<file path="src/rtl/connect4_pkg.sv">
// Shared Connect-4 definitions: board geometry, cell encodings and the
// move controller state type.
package connect4_pkg;

  localparam int ROWS  = 7;
  localparam int COLS  = 7;
  localparam int CELLS = ROWS * COLS;

  typedef logic [1:0] cell_t;

  localparam cell_t EMPTY = 2'b00;
  localparam cell_t P1    = 2'b01;
  localparam cell_t P2    = 2'b10;

  typedef enum logic [3:0] {
    ST_CLEAR,
    ST_IDLE,
    ST_PROBE,
    ST_WAIT,
    ST_CHECK,
    ST_WRITE,
    ST_SCAN,
    ST_DONE,
    ST_REJECT
  } mc_state_t;

endpackage

</file>
<file path="src/rtl/move_controller.sv">
// Owns every board RAM access: wipes the board, drops one piece per move into
// the lowest free row of a column, then streams the board out for a rescan.
module move_controller
  import connect4_pkg::*;
#(
  parameter int COLS  = connect4_pkg::COLS,
  parameter int ROWS  = connect4_pkg::ROWS,
  parameter int CELLS = connect4_pkg::CELLS
) (
  input  logic       Clk,
  input  logic       reset,
  input  logic       move_valid,
  input  logic [2:0] move_col,
  output logic       move_ready,
  input  logic       clear_req,
  output logic [5:0] ram_address,
  output logic [1:0] ram_data,
  output logic       ram_wren,
  input  logic [1:0] ram_q,
  output logic       scan_enable,
  output logic [1:0] current_player,
  output logic [2:0] move_row,
  output logic       move_done,
  output logic       move_reject,
  output logic       busy
);

  localparam logic [5:0] LAST_CELL = 6'(CELLS - 1);
  localparam logic [2:0] TOP_ROW   = 3'(ROWS - 1);

  mc_state_t  state_q, state_d;
  logic [5:0] idx_q, idx_d;
  logic [2:0] row_q, row_d;
  logic [2:0] col_q, col_d;
  logic       from_clear_q, from_clear_d;
  cell_t      player_q, player_d;
  logic [2:0] move_row_q, move_row_d;

  logic [5:0] addr_q, addr_d;
  cell_t      data_q, data_d;
  logic       wren_q, wren_d;
  logic       scan_q, scan_d;
  logic       ready_q, ready_d;
  logic       busy_q;
  logic       done_q, done_d;
  logic       reject_q, reject_d;

  function automatic logic [5:0] cell_addr(input logic [2:0] r, input logic [2:0] c);
    return 6'(r) * 6'(COLS) + 6'(c);
  endfunction

  always_comb begin
    state_d      = state_q;
    idx_d        = idx_q;
    row_d        = row_q;
    col_d        = col_q;
    from_clear_d = from_clear_q;
    player_d     = player_q;
    move_row_d   = move_row_q;
    case (state_q)
      ST_CLEAR: begin
        player_d     = P1;
        from_clear_d = 1'b1;
        if (idx_q == LAST_CELL) begin
          state_d = ST_SCAN;
          idx_d   = '0;
        end else begin
          idx_d = idx_q + 6'd1;
        end
      end
      ST_IDLE: begin
        // A wipe request outranks a move arriving in the same cycle.
        if (clear_req) begin
          state_d = ST_CLEAR;
          idx_d   = '0;
        end else if (move_valid) begin
          col_d   = move_col;
          row_d   = '0;
          state_d = (int'(move_col) >= COLS) ? ST_REJECT : ST_PROBE;
        end
      end
      ST_PROBE: state_d = ST_WAIT;
      ST_WAIT:  state_d = ST_CHECK;
      ST_CHECK: begin
        if (ram_q == EMPTY) begin
          state_d = ST_WRITE;
        end else if (row_q < TOP_ROW) begin
          row_d   = row_q + 3'd1;
          state_d = ST_PROBE;
        end else begin
          state_d = ST_REJECT;
        end
      end
      ST_WRITE: begin
        move_row_d   = row_q;
        from_clear_d = 1'b0;
        idx_d        = '0;
        state_d      = ST_SCAN;
      end
      ST_SCAN: begin
        // Index holds at the last cell rather than wrapping.
        if (idx_q == LAST_CELL) begin
          state_d = from_clear_q ? ST_IDLE : ST_DONE;
        end else begin
          idx_d = idx_q + 6'd1;
        end
      end
      ST_DONE: begin
        player_d = (player_q == P1) ? P2 : P1;
        state_d  = ST_IDLE;
      end
      ST_REJECT: state_d = ST_IDLE;
      default:   state_d = ST_CLEAR;
    endcase
  end

  // Output decode of the current state; registered below so every port is a flop.
  always_comb begin
    addr_d   = '0;
    data_d   = EMPTY;
    wren_d   = 1'b0;
    scan_d   = 1'b0;
    ready_d  = 1'b0;
    done_d   = 1'b0;
    reject_d = 1'b0;
    case (state_q)
      ST_CLEAR: begin
        addr_d = idx_q;
        wren_d = 1'b1;
      end
      ST_IDLE: ready_d = 1'b1;
      ST_PROBE, ST_WAIT, ST_CHECK: addr_d = cell_addr(row_q, col_q);
      ST_WRITE: begin
        addr_d = cell_addr(row_q, col_q);
        data_d = player_q;
        wren_d = 1'b1;
      end
      ST_SCAN: begin
        addr_d = idx_q;
        scan_d = 1'b1;
      end
      ST_DONE:   done_d   = 1'b1;
      ST_REJECT: reject_d = 1'b1;
      default: ;
    endcase
  end

  always_ff @(posedge Clk or negedge reset) begin
    if (!reset) begin
      state_q      <= ST_CLEAR;
      idx_q        <= '0;
      row_q        <= '0;
      col_q        <= '0;
      from_clear_q <= 1'b1;
      player_q     <= P1;
      move_row_q   <= '0;
      addr_q       <= '0;
      data_q       <= EMPTY;
      wren_q       <= 1'b0;
      scan_q       <= 1'b0;
      ready_q      <= 1'b0;
      busy_q       <= 1'b1;
      done_q       <= 1'b0;
      reject_q     <= 1'b0;
    end else begin
      state_q      <= state_d;
      idx_q        <= idx_d;
      row_q        <= row_d;
      col_q        <= col_d;
      from_clear_q <= from_clear_d;
      player_q     <= player_d;
      move_row_q   <= move_row_d;
      addr_q       <= addr_d;
      data_q       <= data_d;
      wren_q       <= wren_d;
      scan_q       <= scan_d;
      ready_q      <= ready_d;
      busy_q       <= ~ready_d;
      done_q       <= done_d;
      reject_q     <= reject_d;
    end
  end

  assign ram_address    = addr_q;
  assign ram_data       = data_q;
  assign ram_wren       = wren_q;
  assign scan_enable    = scan_q;
  assign move_ready     = ready_q;
  assign busy           = busy_q;
  assign current_player = player_q;
  assign move_row       = move_row_q;
  assign move_done      = done_q;
  assign move_reject    = reject_q;

endmodule

</file>
<file path="config.mk">
export PLATFORM = sky130hd
export DESIGN_NAME = move_controller
export DESIGN_NICKNAME = d
export VERILOG_FILES = /design/src/rtl/connect4_pkg.sv /design/src/rtl/move_controller.sv
export SDC_FILE = /design/constraint.sdc
export NUM_CORES = 1
export LEC_CHECK = 0
export ABC_CLOCK_PERIOD_IN_PS = 7800
export CAP_MARGIN = 40
export CORE_MARGIN = 2
export CORE_UTILIZATION = 29
export DETAILED_ROUTE_END_ITERATION = 16
export PLACE_DENSITY_LB_ADDON = 0.25
export REMOVE_ABC_BUFFERS = 1
export SLEW_MARGIN = 30
export SYNTH_ARGS = -nofsm -noshare
export SYNTH_HDL_FRONTEND = slang
export SYNTH_SLANG_ARGS = --single-unit
</file>
<file path="constraint.sdc">
create_clock -name Clk -period 7.8 [get_ports Clk]
set_input_delay 2.34 -clock Clk [delete_from_list [all_inputs] [get_ports Clk]]
set_output_delay 2.34 -clock Clk [all_outputs]
set_load 0.03 [all_outputs]
</file>
==> impl_metrics.tcl <==
set metrics [dict create \
    ys_top_cells_by_area "dfrtp_1 42%, ha_1 8.2%, fa_1 4.0%" \
    irDropWorstVdd_mv 0.0605 \
    clock_path_buffers 2 \
    timing.fmax_mhz 260 \
    antenna_found_initial 0 \
    worst-slew-pin-transition_ps 695 \
    setup_tns_ps 0 \
    fp.dieW_um 86.7 \
    slew_headroom 0.537 \
    netlist.area_leader.share 0.416 \
    io_buffers 27 \
    fin_cells 305 \
    finalClockSkew_ps 7.00 \
    routedWlPerCell_um 13.9 \
    synth_top_family_by_area "simple AND/OR/NAND/NOR gates" \
    required_ps 5460 \
    power_density_nw_per_um2 197 \
    postCtsSetupBuffers 0 \
    num_vias 1519 \
    status "finished clean" \
    ant_nets 0 \
    use_met1 0.162 \
    async_flop_share 1.00 \
    cts_buffers 5 \
    route.detailed.drc 0 \
    grt_first_pass_wirelength_um 7200 \
    cts_root_buf "clkbuf_8" \
    end_kind "output pin" \
    slowest_stage "clkdlybuf4s50_1" \
    fin_nets 250 \
    cts_sinks 36 \
    cap_violations 0 \
    clkLatencyLatePin_ps 290 \
    power_frac_seq 0.441 \
    final_hold_viol_count 0 \
    start_kind "register" \
    cp_data_arrival_time_ps 1510 \
    synth_edf_count 0 \
    fin_area_um2 2450 \
    synth_compound_area_frac 0.139 \
    drive_gt1_frac 0.111 \
    netlist_instances 196 \
    yosys.area.top_type "dfrtp_1" \
    crit_path_max_fanout 4 \
    sw_frac_of_total 0.296 \
    rsz0062_at_grt "false" \
    p_clk_frac 0.337 \
    synth_fa_ha_area_frac 0.122 \
    grtUsageMet3 0.0333 \
    synth-simple-area-share 0.173 \
    dieArea_um2 7520 \
    antenna_cells 0 \
    cts_resized 0 \
    drtIter0Drc 65 \
    grt_max_degree 37 \
    cp_top_family "buffers and inverters" \
    min_path_type "reg -> reg" \
    intPower_uw 340 \
    synthXorXnorAreaFrac 0.0309 \
    track_usage 0.124 \
    row_count 30 \
    cp_cell_sequence "clkdlybuf4s50_1" \
    wirelength_um 4240 \
    crit_type "reg -> out" \
    netlist_area_um2 1980 \
    power_leakage_nw 1.12 \
    initial_utilization 0.295 \
    dominantRegCellSynth "dfrtp_1" \
    pin_count 28 \
    cts_tree "built" \
    num-fill-cells 683 \
    synth_cell_types 48 \
    htreeDepth 2 \
    total_power_uw 483 \
    core_area_um2 6720 \
    synth_mux_area_frac 0.0391 \
    overflow 0 \
    ys_seq_area_frac 0.456 \
    switching_power_uw 143 \
    die_h_um 86.7 \
    clk_pin_slew_worst_paths_ps 80 \
    cp_slowest_stage_delay_ps 670 \
    vias_per_cell 4.98 \
    globalRouteMet2Util 0.195 \
    synth_seq_cells 36 \
    place.gp.congestion 0.750 \
    critPathBufInv 1 \
    place_area_um2 2310 \
    syn_avg_cell_area_um2 10.1 \
    comb_power_share 0.222 \
    dp_cells 295 \
    setup_violations 0 \
    grt-busiest-layer "met2" \
    min_period_ps 3850 \
    min_period_over_period 0.494 \
    place_hpwl_um 2940 \
    dr.pass1.iters 4 \
    slew_violations 0 \
    grt_pass1_vias 1518 \
    cts_hold_buf 0 \
    syn2layout_area_growth_pct 23.6 \
    synth_warnings 0 \
]
## metal layers
| metal | routed length [um] | vias to the layer above |
|---|---|---|
| met5 | 0 | - |
| met4 | 75 | 0 |
| met3 | 186 | 9 |
| met2 | 1980 | 39 |
| met1 | 1990 | 730 |
| li1 | - | 741 |
## cell usage after synthesis (2+ instances only)
cell / count
a21o_1: 2
a211oi_1: 2
nor2_1: 21
dfstp_2: 3
nor3b_1: 4
nand2_1: 13
o21ai_1: 4
mux2_2: 6
dfrtp_1: 33
nor3_1: 6
fa_1: 4
inv_1: 11
xnor2_1: 3
ha_1: 13
o21ai_0: 12
o22ai_1: 2
and2_1: 2
and4_1: 2
clkbuf_1: 6
nand3_1: 3
a21oi_1: 14
xor2_1: 4
## per-stage QoR
step | util | setup slack, ps | hold slack [ps]
3_3_place_gp | 0.344 | 3860 | 468
4_1_cts | 0.360 | 3930 | 488
6_report | 0.365 | 3950 | 485
3_5_place_dp | 0.344 | 3780 | 478
5_1_grt | 0.365 | 3910 | 523
2_1_floorplan | - | 4520 | 446
## cell usage in the layout (no fill, tap or decap), types with 2 or more instances in the layout
cell / n
dfrtp_1: 33
clkdlybuf4s50_1: 26
nor2_1: 21
a21oi_1: 14
nand2_1: 13
ha_1: 13
o21ai_0: 12
inv_1: 11
nor3_1: 6
mux2_2: 6
clkbuf_8: 5
xor2_1: 4
nor3b_1: 4
o21ai_1: 4
fa_1: 4
xnor2_1: 3
nand3_1: 3
dfstp_2: 3
and4_1: 2
a21o_1: 2
and2_1: 2
a211oi_1: 2
o22ai_1: 2
buf_2: 2
## state kept, by name, summed over array words and instances (netlist names), 2 cells and up
signal	count
idx_q	6
state_q	4
ram_address	6
row_q	3
move_row	3
ram_data	2
col_q	3
current_player	2
## worst min-delay path: stages (launching register included)
cell and delay [ps]:
dfstp_2 390, nand2_1 60, nand2_1 40
## cell type report
class / instances / area, um2 / share of cell area
clock inverters: 2 / 35.0 / 0.0143
inverters: 11 / 41.3 / 0.0168
well taps: 80 / 100 / 0.0408
flip-flops and latches: 36 / 905 / 0.369
repair buffers: 29 / 298 / 0.121
multi-input cells: 141 / 1000 / 0.408
clock buffers: 6 / 72.6 / 0.0296
## cell families (layout without fill, tap and decap cells)
group,count (synthesis),in the layout
compound gates,46,46
xor+xnor,7,7
simple gates,64,64
buf+inv,19,48
flops,36,36
fa+ha+maj,17,17
mux,7,7
## power by group through the flow
stage	sequential (mW)	combinational [mW]	clock, mW
after floorplan	0.221	0.0636	0
after global placement	0.217	0.105	0
after detailed placement	0.216	0.105	0
after CTS	0.213	0.106	0.168
after global routing	0.215	0.121	0.176
final	0.213	0.107	0.163
## path summary, 6_finish.rpt
kind / slack [ps] / end / cells after the start / from
min reg2reg: 480 / from_clear_q$_DFFE_PN1P_ / 2 / from_clear_q$_DFFE_PN1P_
max: 3950 / current_player[0] / 1 / current_player[0]$_DFFE_PN1P_
min: 480 / from_clear_q$_DFFE_PN1P_ / 2 / from_clear_q$_DFFE_PN1P_
min in group asynchronous: 2020 / move_row[2]$_DFFE_PN0P_ / 1 / reset
max reg2reg: 5000 / ram_address[5]$_DFF_PN0_ / 8 / row_q[2]$_DFFE_PN0P_
max in group asynchronous: 5240 / busy$_DFF_PN1_ / 2 / reset
Power figures use the tool's default switching activity.
